===== config.mk =====
export PLATFORM = sky130hd
export DESIGN_NAME = mem_access_ctrl
export DESIGN_NICKNAME = d
export VERILOG_FILES = /design/src/rtl/y86_pkg.sv /design/src/rtl/mem_access_decode.sv /design/src/rtl/mem_access_ctrl.sv
export SDC_FILE = /design/constraint.sdc
export NUM_CORES = 1
export LEC_CHECK = 0
export ABC_AREA = 1
export CELL_PAD_IN_SITES_DETAIL_PLACEMENT = 1
export CELL_PAD_IN_SITES_GLOBAL_PLACEMENT = 2
export CORE_MARGIN = 8
export CORE_UTILIZATION = 23
export CTS_BUF_LIST = sky130_fd_sc_hd__clkbuf_4 sky130_fd_sc_hd__clkbuf_8
export CTS_CLUSTER_SIZE = 40
export DETAILED_ROUTE_END_ITERATION = 8
export PLACE_DENSITY_LB_ADDON = 0.08
export SYNTH_ARGS = -nofsm -noshare
export SYNTH_HDL_FRONTEND = slang
export SYNTH_SLANG_ARGS = --single-unit

===== constraint.sdc =====
create_clock -name Clk -period 2.3 [get_ports Clk]
set_clock_uncertainty 0.1 [all_clocks]
set_input_delay 0.23 -clock Clk [delete_from_list [all_inputs] [get_ports Clk]]
set_output_delay 0.23 -clock Clk [all_outputs]
set_load 0.01 [all_outputs]

===== src/rtl/y86_pkg.sv =====
// Shared Y86-64 definitions: instruction codes and the memory-access FSM states.
package y86_pkg;

    localparam logic [3:0] IHALT   = 4'h0;
    localparam logic [3:0] INOP    = 4'h1;
    localparam logic [3:0] IRRMOVQ = 4'h2;
    localparam logic [3:0] IIRMOVQ = 4'h3;
    localparam logic [3:0] IRMMOVQ = 4'h4;
    localparam logic [3:0] IMRMOVQ = 4'h5;
    localparam logic [3:0] IOPQ    = 4'h6;
    localparam logic [3:0] IJXX    = 4'h7;
    localparam logic [3:0] ICALL   = 4'h8;
    localparam logic [3:0] IRET    = 4'h9;
    localparam logic [3:0] IPUSHQ  = 4'hA;
    localparam logic [3:0] IPOPQ   = 4'hB;

    typedef enum logic [1:0] {
        IDLE = 2'd0,
        REQ  = 2'd1,
        DONE = 2'd2
    } state_e;

endpackage


===== src/rtl/mem_access_decode.sv =====
// Memory-stage decode: classifies the instruction and selects address and write data.
module mem_access_decode
    import y86_pkg::*;
(
    input  logic [3:0]  icode,
    input  logic [63:0] valA,
    input  logic [63:0] valE,
    input  logic [63:0] valP,
    output logic        is_access,
    output logic        is_write,
    output logic [63:0] addr,
    output logic [63:0] wdata
);

    always_comb begin
        is_access = 1'b0;
        is_write  = 1'b0;
        addr      = valE;
        wdata     = valA;
        case (icode)
            IRMMOVQ: begin
                is_access = 1'b1;
                is_write  = 1'b1;
            end
            IMRMOVQ: is_access = 1'b1;
            ICALL: begin
                is_access = 1'b1;
                is_write  = 1'b1;
                wdata     = valP;
            end
            IPUSHQ: begin
                is_access = 1'b1;
                is_write  = 1'b1;
            end
            // Stack pops read through the old stack pointer carried in valA.
            IRET, IPOPQ: begin
                is_access = 1'b1;
                addr      = valA;
            end
            default: ;
        endcase
    end

endmodule


===== src/rtl/mem_access_ctrl.sv =====
// Memory-stage access initiator: one req/ack transaction per instruction, with
// range checking, timeout and a single-cycle completion pulse.
module mem_access_ctrl
    import y86_pkg::*;
#(
    parameter int MemSize       = 20,
    parameter int TimeoutCycles = 15
) (
    input  logic        Clk,
    input  logic        Rst_n,
    input  logic        start,
    input  logic [3:0]  icode,
    input  logic [63:0] valA,
    input  logic [63:0] valE,
    input  logic [63:0] valP,
    output logic        busy,
    output logic        done,
    output logic [63:0] valM,
    output logic        DataMemError,
    output logic        mem_req,
    output logic        mem_we,
    output logic [63:0] mem_addr,
    output logic [63:0] mem_wdata,
    input  logic        mem_ack,
    input  logic [63:0] mem_rdata
);

    localparam int CntW = (TimeoutCycles > 1) ? $clog2(TimeoutCycles) : 1;
    localparam logic [CntW-1:0] CntLast = CntW'(TimeoutCycles - 1);

    state_e          state_q, state_d;
    logic [CntW-1:0] cnt_q, cnt_d;
    logic [63:0]     val_m_q, val_m_d;
    logic            err_q, err_d;
    logic            req_q, req_d;
    logic            we_q, we_d;
    logic [63:0]     addr_q, addr_d;
    logic [63:0]     wdata_q, wdata_d;

    logic            dec_access;
    logic            dec_write;
    logic [63:0]     dec_addr;
    logic [63:0]     dec_wdata;
    logic            out_of_range;
    logic            timed_out;

    mem_access_decode u_decode (
        .icode     (icode),
        .valA      (valA),
        .valE      (valE),
        .valP      (valP),
        .is_access (dec_access),
        .is_write  (dec_write),
        .addr      (dec_addr),
        .wdata     (dec_wdata)
    );

    // Unsigned compare: negative valE wraps to a huge address and is rejected.
    assign out_of_range = dec_addr >= 64'(MemSize);
    assign timed_out    = cnt_q == CntLast;

    always_ff @(posedge Clk or negedge Rst_n) begin
        if (!Rst_n) begin
            state_q <= IDLE;
        end else begin
            state_q <= state_d;
        end
    end

    always_comb begin
        state_d = state_q;
        case (state_q)
            IDLE: begin
                if (start) begin
                    state_d = (!dec_access || out_of_range) ? DONE : REQ;
                end
            end
            REQ: begin
                if (mem_ack || timed_out) begin
                    state_d = DONE;
                end
            end
            DONE:    state_d = IDLE;
            default: state_d = IDLE;
        endcase
    end

    always_comb begin
        cnt_d   = cnt_q;
        val_m_d = val_m_q;
        err_d   = err_q;
        req_d   = req_q;
        we_d    = we_q;
        addr_d  = addr_q;
        wdata_d = wdata_q;
        case (state_q)
            IDLE: begin
                if (start) begin
                    if (!dec_access) begin
                        err_d = 1'b0;
                    end else if (out_of_range) begin
                        err_d = 1'b1;
                    end else begin
                        req_d   = 1'b1;
                        we_d    = dec_write;
                        addr_d  = dec_addr;
                        wdata_d = dec_wdata;
                        cnt_d   = '0;
                    end
                end
            end
            REQ: begin
                if (mem_ack) begin
                    req_d = 1'b0;
                    err_d = 1'b0;
                    if (!we_q) begin
                        val_m_d = mem_rdata;
                    end
                end else if (timed_out) begin
                    req_d = 1'b0;
                    err_d = 1'b1;
                end else begin
                    cnt_d = cnt_q + CntW'(1);
                end
            end
            default: ;
        endcase
    end

    always_ff @(posedge Clk or negedge Rst_n) begin
        if (!Rst_n) begin
            cnt_q   <= '0;
            val_m_q <= '0;
            err_q   <= 1'b0;
            req_q   <= 1'b0;
            we_q    <= 1'b0;
            addr_q  <= '0;
            wdata_q <= '0;
        end else begin
            cnt_q   <= cnt_d;
            val_m_q <= val_m_d;
            err_q   <= err_d;
            req_q   <= req_d;
            we_q    <= we_d;
            addr_q  <= addr_d;
            wdata_q <= wdata_d;
        end
    end

    assign busy         = state_q != IDLE;
    assign done         = state_q == DONE;
    assign valM         = val_m_q;
    assign DataMemError = err_q;
    assign mem_req      = req_q;
    assign mem_we       = we_q;
    assign mem_addr     = addr_q;
    assign mem_wdata    = wdata_q;

endmodule


# --- Word-level counts from Yosys, hierarchy flattened ---
# Cells that the tools add are included.
word_totals:
  regBits: 201
  inputBits: 264
  mem_count: 0
  wordCells: 70
  mem_bits_ro: 0
  mem_bits_rw: 0
  latch_bits: 0
classes:
  mux: 26
  bitwise_logic: 2
  mul: 0
  n_addsub: 1
  n_reduce_logical: 15
  div: 0
  magnitude_cmp: 1
  eq_ne: 17
  n_shift: 0
op_table:
  columns: ["cell", "n"]
  rows:
  - ["$mux W64", 2]
  - ["$ge A64 B5 Y1 const B", 1]
  - ["$eq A4 B4 Y1 const B", 5]
  - ["$mux W4", 5]
  - ["$mux W1", 12]
  - ["$ne A2 B2 Y1 const B", 6]
  - ["$eq A4 B3 Y1 const B", 2]
  - ["$pmux W4 S2", 1]
  - ["$reduce_and A4 Y1", 2]
  - ["$mux W2", 3]
  - ["$ne A3 B3 Y1 const B", 2]
  - ["$reduce_and A6 Y1", 1]
  - ["$reduce_or A6 Y1", 1]
  - ["$reduce_and A5 Y1", 1]
  - ["$add A4 B1 Y4 const B", 1]
  - ["$pmux W1 S2", 2]
  - ["$pmux W2 S2", 1]
  - ["$reduce_bool A2 Y1", 2]
  - ["$reduce_and A3 Y1", 1]
  - ["$reduce_or A3 Y1", 1]
  - ["$eq A2 B1 Y1 const B", 1]
  - ["$eq A2 B2 Y1 const B", 1]
  - ["$logic_not A2 Y1", 1]
  - ["$logic_or A1 B1 Y1", 2]
  - ["other kinds (4)", 5]

# --- Logic depth before layout (Yosys ltp) ---
# Gate-level depths: netlist (run 1).
logic_depth:
  depth_word: 8
  mapped_depth: 16
  depth_no_buf: 15

# --- Modules after synthesis ---
# A second synthesis (run 1) with hierarchy kept.
unflattened:
  cells_unflattened: 1235
  hier_area_um2: 9929.5
by_module_without_submodules:
  columns: ["module", "seq_area_each_um2", "n_inst", "area_each_um2", "cells_per_inst"]
  rows:
  - ["mem_access_ctrl", 5029.8, 1, 7976.4, 796]
  - ["mem_access_decode", 0.0, 1, 1953.1, 439]

# --- Worst setup path after synthesis (run 1) ---
# OpenSTA, ideal clock, no wires.
synth_path:
  path_type: "input -> register"
  from: "input icode[0]"
  to: "register addr_q[34] (netlist: mem_addr[34])"
  t_required_ps: 2084
  stages: 16
  path_slack_ps: 135
  n_path_buf: 5
  arrival_ps: 1949
  path_cell_list: "buf_2 -> nand3_2 -> buf_2 -> buf_6 -> nand2_1 -> nand2_1 -> nor2_1 -> nand2_1 -> nor2_1 -> nand2_1 -> nor2_2 -> nand4_4 -> inv_2 -> buf_6 -> buf_4 -> nor2_1"
synth_via:
  elab_chain_len: 6
  elab_cells_between_ends: 13
synth_rtl:
  columns: ["item", "line", "text"]
  rows:
  - ["start, declared", "mem_access_ctrl.sv:12", "input logic [3:0] icode,"]
  - ["$eq A4 B4 Y1", "mem_access_decode.sv:20", "case (icode)"]
  - ["$reduce_or A2 Y1", "mem_access_decode.sv:20", null]
  - ["$mux W64", "mem_access_decode.sv:20", null]
  - ["$ge A64 B5 Y1", "mem_access_ctrl.sv:59", "assign out_of_range = dec_addr >= 64'(MemSize);"]
  - ["$not A1 Y1 (no line)", null, null]
  - ["$reduce_and A4 Y1 (no line)", null, null]
  - ["end signal, assigned", "mem_access_ctrl.sv:145", "addr_q <= addr_d;"]
  - ["end, declared", "mem_access_ctrl.sv:37", "logic [63:0] addr_q, addr_d;"]
# Several ways; a longest one is shown, not always the timed one.
# A chain may end at the register's enable or synchronous reset.

# --- Worst setup path in the final report (run 1) ---
layout_path:
  from: "register state_q[0]"
  to: "output busy"
layout_via:
  elab_chain_len: 1
layout_rtl:
  columns: ["item", "line", "text"]
  rows:
  - ["start, declared", "mem_access_ctrl.sv:31", "state_e state_q, state_d;"]
  - ["start signal, assigned", "mem_access_ctrl.sv:66", "state_q <= state_d;"]
  - ["$reduce_bool A2 Y1", "mem_access_ctrl.sv:150", "assign busy = state_q != IDLE;"]
  - ["end, declared", "mem_access_ctrl.sv:16", "output logic busy,"]
# No other way between the ends.

==> results of run 1 <==
-- state kept, by name (all words and copies together) (netlist names) --
signal and flops:
mem_we 1, DataMemError 1, cnt_q 4, valM 64, mem_req 1, state_q 2
mem_addr 64, mem_wdata 64
-- cell usage in the layout (no fill, tap or decap), types with 2 or more instances in the layout --
cell type and n:
buf_12 13, buf_4 36, buf_6 3, buf_8 2
clkbuf_16 4, clkbuf_4 19, clkbuf_8 46, clkdlybuf4s50_1 456
clkinv_2 2, clkinvlp_4 2, dfrtp_1 201, diode_2 10
dlymetal6s2s_1 2, ha_1 2, inv_1 72, mux2_2 128
mux2i_1 2, nand2_1 373, nand2_2 5, nand3_1 31
nand3_4 2, nand4_1 22, nor2_1 102, nor2_2 7
nor2_4 4, o21ai_0 8, or2_2 2
-- through the flow --
step	setup WS (ps)	utilization [%]	instance area, sq um	hold WS [ps]
floorplan	135.3	-	9321	-165.6
global placement	-717.8	37.36	14910	127.8
detailed placement	-753.9	37.36	14910	127.0
CTS	15.58	39.43	15740	64.73
global route	82.46	39.98	15960	115.5
finish	186.4	40.01	15970	96.59
-- per-layer routing --
metal  GRT usage [%]  vias to the layer above  part of all wire [%]
met4           6.583                       10                   2.8
met3           7.351                       76                   8.7
met2           30.67                      277                    48
li1                -                     4243                     -
met5               0                        -                  0.16
met1           21.22                     4298                    40
-- worst register-to-register path: stages (launching register included) --
cell and delay [ps]:
dfrtp_1 410, inv_1 70, nor2_1 320, nand3_1 330
nand2_1 160, nor2_1 60, nand2_1 110, o21ai_0 80
-- cell families (layout without fill, tap and decap cells) --
| logic type | count (synthesis) | after routing | synth area share, % |
|---|---|---|---|
| AND/OR/NAND/NOR | 549 | 550 | 23.48 |
| flip-flops | 201 | 201 | 53.96 |
| multiplexers | 130 | 130 | 15.68 |
| buffers and inverters | 128 | 663 | 5.893 |
| AO/OA/AOI/OAI | 10 | 10 | 0.5368 |
| adder cells (fa/ha/maj) | 2 | 2 | 0.2684 |
| XOR/XNOR | 2 | 2 | 0.1880 |
| other | 0 | 10 | 0 |
-- area by class of cell --
class                      instances  area [sq um]  area share [%]
antenna                           10         25.02          0.1567
multi-input combinational        694          3834           24.01
clock buffer                      65         775.7           4.858
tap                              525         656.9           4.113
timing repair buffer             519          5326           33.35
inverter                          75         296.5           1.857
clock inverter                     4         25.02          0.1567
sequential                       201          5030           31.50
-- power by group through the flow --
stage	Clock (uW)	Sequential, uW	Combinational [uW]
after detailed placement	0	3630	1090
after CTS	3970	3570	1100
after global placement	0	3630	1080
final	3750	3570	1100
after global routing	4090	3570	1200
after floorplan	0	3630	297
-- worst paths after layout --
check                              start             to  slack [ps]  depth (start not counted)
setup / recovery              state_q[0]           busy         190                          3
hold / removal                     Rst_n  mem_wdata[19]         100                          2
setup reg to reg              state_q[0]   DataMemError         510                          7
hold reg to reg            mem_wdata[35]  mem_wdata[35]         370                          2
max in group asynchronous          Rst_n       valM[24]        1270                          3
min in group Clk           mem_rdata[42]       valM[42]         170                          2
-- what timing repair did --
item	4_1_cts	5_1_grt
hold buffers	1	0
resized for setup	5	26
gates cloned	0	5
setup endpoints to repair	125	130
pin swaps	0	4
buffers inserted	0	1
hold endpoints to repair	201	0
==> impl_metrics.yaml, run 1 <==
sta:
  min_period_over_period_pct: 91.90
  period_minus_slack_ps: 2114
  tightestPinTransition_ps: 533.7
  fmax_ghz: 0.4731
  max_slew_margin_pct: 64.42
  finalHoldViolCount: 0
  slew_viol_final: 0
  setup_tns_ps: 0
  rsz0062_at_grt: "false"
  final-setup-viol-count: 0
clock_network:
  root_buffer: "clkbuf_8"
  htreeDepth: 2
  cts.sinks: 201
  clock_latency_ps: 570
  cts_buffers: 41
  cts.clk_slew.worst_paths_ps: 50
  cts_tree: "done"
  cts_buffer_depth: 3
yosys:
  syn_nets: 1288
  synth.largest_area_cell: "dfrtp_1"
  syn_area_per_cell_sq_um: 9.121
  yosysWarnings: 0
  synth-edff-count: 0
  yosysSeqAreaShare_pct: 53.96
  ys_ff_latch: 201
  netlist_instances: 1022
  synthFlopType: "dfrtp_1"
  synth_most_common_cell: "nand2_1"
  netlist.area_leader.share_pct: 53.96
  async_flop_share_pct: 100.0
  syn_area_sq_um: 9321
  yosys-top-cells-count: "nand2_1, dfrtp_1, mux2_2"
  synth_cell_types: 24
  synth_area_leaders: "dfrtp_1, mux2_2, nand2_1"
pwr:
  p_seq_share_pct: 42.4
  irDropWorstVdd_v: 0.0003130
  p_sw_uw: 2109
  leakage_uw: 0.007826
  powerDensity_nw_per_um2: 527.3
  p_comb_share_pct: 13.0
  power_uw: 8420
  switching_share_pct: 25.04
  p_int_uw: 6312
  p_clk_share_pct: 44.5
floorplan:
  row_count: 73
  core_sq_um: 39910
  initial_utilization_pct: 23.35
  fp.dieW_microns: 217.3
  die_h_microns: 217.3
  fp.dieArea_sq_um: 47230
  ioPinCount: 461
critical_path:
  path_max_fanout: 3
  max_stage_delay_ps: 520
  crit_type: "reg -> out"
  crit_slowest_cell: "clkdlybuf4s50_1"
  cp_top_family: "buffers and inverters"
  cp.buffers_inverters: 2
  critPathCaptureType: "output port"
  path_cells: "nor2_4 > inv_1 > clkdlybuf4s50_1"
  crit_required_ps: 1970
  crit_arrival_ps: 1780
  startpoint_type: "flop"
global_routing:
  grt-ovfl-total: 0
  grt_pass1_wl_mm: 65.31
  antenna_found_initial: 15
  grt_max_degree: 65
  grt.total_usage_pct: 18.42
  grt_pass1_vias: 9723
cells_and_area:
  fillers: 4525
  finish.net_count: 1798
  drive_above_1_share_pct: 18.16
  final_cells: 2093
  area_delta_synth_final_pct: 71.32
place:
  dp.final_hpwl_mm: 34.75
  gp_congestion: 0.7596
  dpl.cell_count: 2007
  place.port_buffers: 460
run_status:
  status: "completed"
route:
  drc: 0
  first_pass_iters: 4
  finalWirelength_mm: 44.65
  final_antenna_net_count: 0
  wl_per_cell_microns: 21.33
  via_count: 8904
  initialDrtViolationCount: 351
  detail_route.vias_per_cell: 4.254
min_path:
  min_path_type: "in -> async"
job:
  cap_violations: 0
Power figures use the tool's default switching activity.
==> run 2: changes to the inputs <==
--- a/config.mk
+++ b/config.mk
@@ -14,5 +14,5 @@
 export CTS_CLUSTER_SIZE = 40
 export DETAILED_ROUTE_END_ITERATION = 8
-export PLACE_DENSITY_LB_ADDON = 0.08
+export PLACE_DENSITY = 0.92
 export SYNTH_ARGS = -nofsm -noshare
 export SYNTH_HDL_FRONTEND = slang
==> constraint.sdc (replaced) <==
create_clock -name Clk -period 2.3 [get_ports Clk]
set_clock_uncertainty 0.1 [all_clocks]
set_input_delay 0.23 -clock Clk [delete_from_list [all_inputs] [get_ports Clk]]
set_output_delay 0.23 -clock Clk [all_outputs]
set_load 0.1 [all_outputs]
==> impl_metrics.yaml, run 2 (synthesis gave the netlist of run 1 again) <==
floorplan:
  fp.dieArea_sq_um: 47230
  die_h_microns: 217.3
  initial_utilization_pct: 23.35
  core_sq_um: 39910
  ioPinCount: 461
  row_count: 73
  fp.dieW_microns: 217.3
pwr:
  irDropWorstVdd_v: 0.0003965
  p_seq_share_pct: 41.5
  p_sw_uw: 2246
  leakage_uw: 0.008075
  power_uw: 8602
  p_comb_share_pct: 14.6
  p_int_uw: 6356
  powerDensity_nw_per_um2: 558.7
  switching_share_pct: 26.11
  p_clk_share_pct: 43.9
cells_and_area:
  area_delta_synth_final_pct: 65.18
  final_cell_mix: "nand2_1, clkdlybuf4s50_1, buf_4"
  utilization_pct: 38.58
  fillers: 4638
  drive_above_1_share_pct: 30.24
  finish.net_count: 1804
  final_common_cell: "nand2_1"
  final_cells: 2097
critical_path:
  crit_type: "in -> reg"
  max_stage_delay_ps: 440
  cpMostUsedCell: "nand2_1"
  path_cells: "clkdlybuf4s50_1 > inv_2 > nand3_4 > buf_4 > nand2_1 > nand2_1 > nor2_1 > nor2_1 > nor2_1 > nand2_1 > nor2_4 > nand4_4 > buf_12 > buf_12 > nand2_1 > nand2_1"
  path_max_fanout: 19
  crit_slowest_cell: "clkdlybuf4s50_1"
  cp_top_family: "simple AND/OR/NAND/NOR gates"
  startpoint_type: "primary input"
  crit_required_ps: 2640
  crit_arrival_ps: 2560
  critPathCaptureType: "flop"
  cp.buffers_inverters: 5
clock_network:
  root_buffer: "clkbuf_8"
  cts_buffer_depth: 3
  htreeDepth: 2
  cts.sinks: 201
  cts_tree: "done"
  cts_buffers: 39
  cts.clk_slew.worst_paths_ps: 50
  clock_latency_ps: 560
job:
  cap_violations: 0
global_routing:
  grt_pass1_vias: 10100
  grt_max_degree: 55
  grt.total_usage_pct: 17.51
  grt-ovfl-total: 0
  antenna_found_initial: 9
  grt_pass1_wl_mm: 63.12
route:
  first_pass_iters: 4
  final_antenna_net_count: 0
  via_count: 9057
  initialDrtViolationCount: 358
  detail_route.vias_per_cell: 4.319
  finalWirelength_mm: 42.82
  wl_per_cell_microns: 20.42
  drc: 0
run_status:
  status: "completed"
sta:
  setup_tns_ps: 0
  tightestPinTransition_ps: 585.6
  slew_viol_final: 0
  final-setup-viol-count: 0
  fmax_ghz: 0.4517
  max_slew_margin_pct: 60.96
  period_minus_slack_ps: 2214
  hold_ws_ps: 131.1
  finalHoldViolCount: 0
  min_period_over_period_pct: 96.26
min_path:
  min_path_type: "in -> async"
place:
  dp.final_hpwl_mm: 34.04
  gp_congestion: 0.8065
  dpl.cell_count: 2021
  place.port_buffers: 460
[run 2: cell types whose count changed in the layout (fill, tap and decap cells not counted), moves of 5 or more]
cell | previous run | this run
buf_4 | 36 | 248
clkbuf_4 | 19 | 14
clkdlybuf4s50_1 | 456 | 260
nor2_1 | 102 | 110
nor2_2 | 7 | 1
[run 2: power groups by stage]
| stage | clock network, uW | registers, uW | logic (uW) |
|---|---|---|---|
| floorplan | 0 | 3680 | 420 |
| global placement | 0 | 3630 | 1260 |
| detailed placement | 0 | 3630 | 1270 |
| CTS | 3950 | 3570 | 1280 |
| global route | 4070 | 3570 | 1350 |
| finish | 3780 | 3570 | 1260 |
[run 2: final cells by class]
cell class	instances	area [sq um]	share of cell area, %
Tap cell	525	656.9	4.266
Clock inverter	6	57.56	0.3738
Sequential cell	201	5030	32.67
Antenna cell	8	20.02	0.1300
Timing Repair Buffer	528	4817	31.29
Multi-Input combinational cell	693	3772	24.50
Inverter	75	291.5	1.893
Clock buffer	61	752.0	4.884
[run 2: worst reg2reg max path, delay by kind of cell, from the launching register on]
kind / cells / cell delay [ps]
and+or+nand+nor: 2 / 340
DFF: 1 / 390
muxes: 1 / 420
buffers and inverters: 2 / 370
[run 2: what timing repair did]
action,4_1_cts,5_1_grt
hold buffers,1,0
buffers inserted,0,0
hold endpoints to repair,99,0
pin swaps,0,1
resized for setup,3,6
setup endpoints to repair,127,129
[run 2: through the flow]
step,worst slack [ps],instance area (sq um)
after floorplan,76.18,9321
after global placement,-669.6,14530
after detailed placement,-738.0,14530
after CTS,105.5,15360
after global routing,-4.001,15400
final,85.95,15400
[run 2: worst paths after layout]
check | from | end | slack [ps] | depth (start not counted)
max in group asynchronous | Rst_n | valM[39] | 1290 | 3
min in group Clk | mem_rdata[26] | valM[26] | 190 | 2
hold reg to reg | mem_wdata[42] | mem_wdata[42] | 380 | 2
setup / recovery | icode[2] | mem_wdata[2] | 90 | 16
setup reg to reg | state_q[0] | valM[28] | 540 | 5
hold / removal | Rst_n | mem_wdata[49] | 130 | 2
[run 2: layer usage]
layer	track usage (%)	up-vias	part of all wire [%]
met4	8.386	2	3.9
met5	0	-	0.023
met2	31.04	309	52
li1	-	4254	-
met1	18.96	4414	38
met3	5.160	78	7.0
==> run 3: changes to the inputs <==
ABC_AREA = 0   (was 1)
CORE_UTILIZATION = 24   (was 23)
PLACE_DENSITY = 0.91   (was 0.92)
==> impl_metrics.yaml, run 3 <==
run_status:
  status: "finished with violations"
  violations: "setup timing"
clock_network:
  clock_latency_ps: 520
  cts.sinks: 201
  cts_buffers: 37
  cts_tree: "done"
  cts.clk_slew.worst_paths_ps: 60
  cts_buffer_depth: 3
  root_buffer: "clkbuf_8"
  htreeDepth: 2
route:
  detail_route.vias_per_cell: 4.390
  wl_per_cell_microns: 22.77
  first_pass_iters: 4
  final_antenna_net_count: 0
  initialDrtViolationCount: 125
  drc: 0
  via_count: 7279
  finalWirelength_mm: 37.75
global_routing:
  grt-ovfl-total: 0
  grt_pass1_wl_mm: 55.28
  grt_pass1_vias: 8650
  grt.total_usage_pct: 17.46
  antenna_found_initial: 7
  grt_max_degree: 63
pwr:
  leakage_uw: 0.007627
  powerDensity_nw_per_um2: 579.0
  irDropWorstVdd_v: 0.0005026
yosys:
  synthSimpleGateAreaFrac_pct: 10.11
  syn_nets: 865
  yosys-top-cells-count: "dfrtp_1, mux2_2, nor2b_1"
  synth_cell_types: 31
  muxShareOfSynthArea_pct: 26.76
  synth.largest_area_cell: "dfrtp_1"
  synth-edff-count: 0
  synth_area_leaders: "dfrtp_1, mux2_2, nor2b_1"
  ys_ff_latch: 201
  synth_fa_ha_area_share_pct: 0.2977
  synth_top_family_by_area: "multiplexers"
  netlist.area_leader.share_pct: 59.83
  yosysSeqAreaShare_pct: 59.83
  syn_area_sq_um: 8407
  netlist_instances: 599
  synth_xor_area_share_pct: 0
  syn_area_per_cell_sq_um: 14.03
  synthFlopType: "dfrtp_1"
  synth_compound_area_share_pct: 1.429
  async_flop_share_pct: 100.0
  synth_most_common_cell: "dfrtp_1"
  yosysWarnings: 0
min_path:
  holdPathStages: 3
  min_path_type: "in -> reg"
  min_to: "mem_wdata[21]"
  min_from: "valA[21]"
critical_path:
  max_stage_delay_ps: 470
  timing.rr.start: "state_q[0]"
  regToRegSetupSlack_ps: 160
  r2r_end: "mem_wdata[30]"
  path_cells: "clkdlybuf4s50_1 > nor4_2 > buf_4 > and4_4 > a41oi_4 > nor4_4 > buf_4 > clkbuf_16 > clkbuf_16 > mux2_2"
  crit_slowest_cell: "clkdlybuf4s50_1"
  crit_required_ps: 2600
  crit_type: "in -> reg"
  worstRegToRegCells: 7
  startpoint: "valA[37]"
  critPathCaptureType: "flop"
  crit_arrival_ps: 2700
  startpoint_type: "primary input"
  path_max_fanout: 6
sta:
  hold_ws_ps: 43.07
  tightestPinTransition_ps: 561.6
  final-setup-viol-count: 58
  fmax_ghz: 0.4167
  slew_viol_final: 0
  setup_ws_ps: -99.66
  min_period_over_period_pct: 104.3
  period_minus_slack_ps: 2400
  max_slew_margin_pct: 62.56
  finalHoldViolCount: 0
cells_and_area:
  final_cells: 1658
  final_cell_mix: "buf_4, clkdlybuf4s50_1, dfrtp_1"
  final_common_cell: "buf_4"
  drive_above_1_share_pct: 49.46
  finish.net_count: 1444
  area_delta_synth_final_pct: 79.21
  fillers: 3697
  design_area_sq_um: 15070
job:
  cap_violations: 0
place:
  post-place-ws_ps: -994.6
  dp.final_hpwl_mm: 29.91
  dpl.cell_count: 1584
  place.port_buffers: 460
  dpl-instance-area_sq_um: 13810
  gp_congestion: 0.8214
floorplan:
  die_h_microns: 203.2
  core_sq_um: 34540
  row_count: 68
  fp.dieArea_sq_um: 41270
  initial_utilization_pct: 24.34
  ioPinCount: 461
  fp.dieW_microns: 203.2
-- run 3: cell families after synthesis --
logic type	count (synthesis)
flip-flops	201
AO/OA/AOI/OAI	17
adder cells (fa/ha/maj)	2
buffers and inverters	31
AND/OR/NAND/NOR	148
multiplexers	200
-- run 3: worst max path at each step --
| stage | slack [ps] | to | depth (start not counted) |
|---|---|---|---|
| floorplan | 60 | valM[0] | 3 |
| detailed placement | -990 | DataMemError | 10 |
| global route | -90 | mem_wdata[30] | 10 |
| finish | -100 | mem_wdata[30] | 10 |
| global placement | -1020 | DataMemError | 10 |
| CTS | 60 | mem_wdata[16] | 11 |
-- run 3: repair_timing --
action / 4_1_cts / 5_1_grt
cloned: 2 / 2
endpoints found under the setup margin: 137 / 115
hold buffers: 1 / 0
endpoints found under the hold margin: 57 / 0
pin swaps: 12 / 24
resized for setup: 38 / 68
buffers inserted: 4 / 2
-- run 3: metal layers --
metal	track usage (%)	part of all wire [%]	vias to the layer above
met2	30.32	49	360
met4	5.310	2.4	6
met1	18.85	37	3563
met5	0	0.098	-
met3	7.934	11	58
li1	-	-	3292
-- run 3: final cells by class --
cell class              instances  area (sq um)  share of cell area, %
repair buffers                568          5197                  34.50
flip-flops and latches        201          5030                  33.39
multi-input cells             367          3521                  23.37
clock buffers                  54         661.9                  4.393
well taps                     455         569.3                  3.779
clock inverters                 6         65.06                 0.4319
inverters                       3         11.26                0.07474
diodes                          4         10.01                0.06644
-- run 3: power by group --
group / internal (uW) / switching (uW) / leakage (uW)
logic: 675 / 903 / 0.00447
registers: 3620 / 51.8 / 0.00277
clock network: 1960 / 1520 / 0.000391
total: 6250 / 2480 / 0.00763
-- run 3: critical path: cells and delay by family --
family / cells / cell delay (ps)
buffers and inverters: 5 / 1150
and+or+nand+nor: 3 / 840
muxes: 1 / 320
AOI/OAI and AO/OA: 1 / 140
-- run 3: per-stage QoR --
stage | setup TNS, ps | utilization (%) | power [uW]
global route | -2249 | 43.60 | 9066
floorplan | 0 | - | 4440
CTS | 0 | 42.81 | 8873
detailed placement | -122440 | 39.97 | 5292
finish | -2325 | 43.61 | 8723
global placement | -120500 | 39.97 | 5271
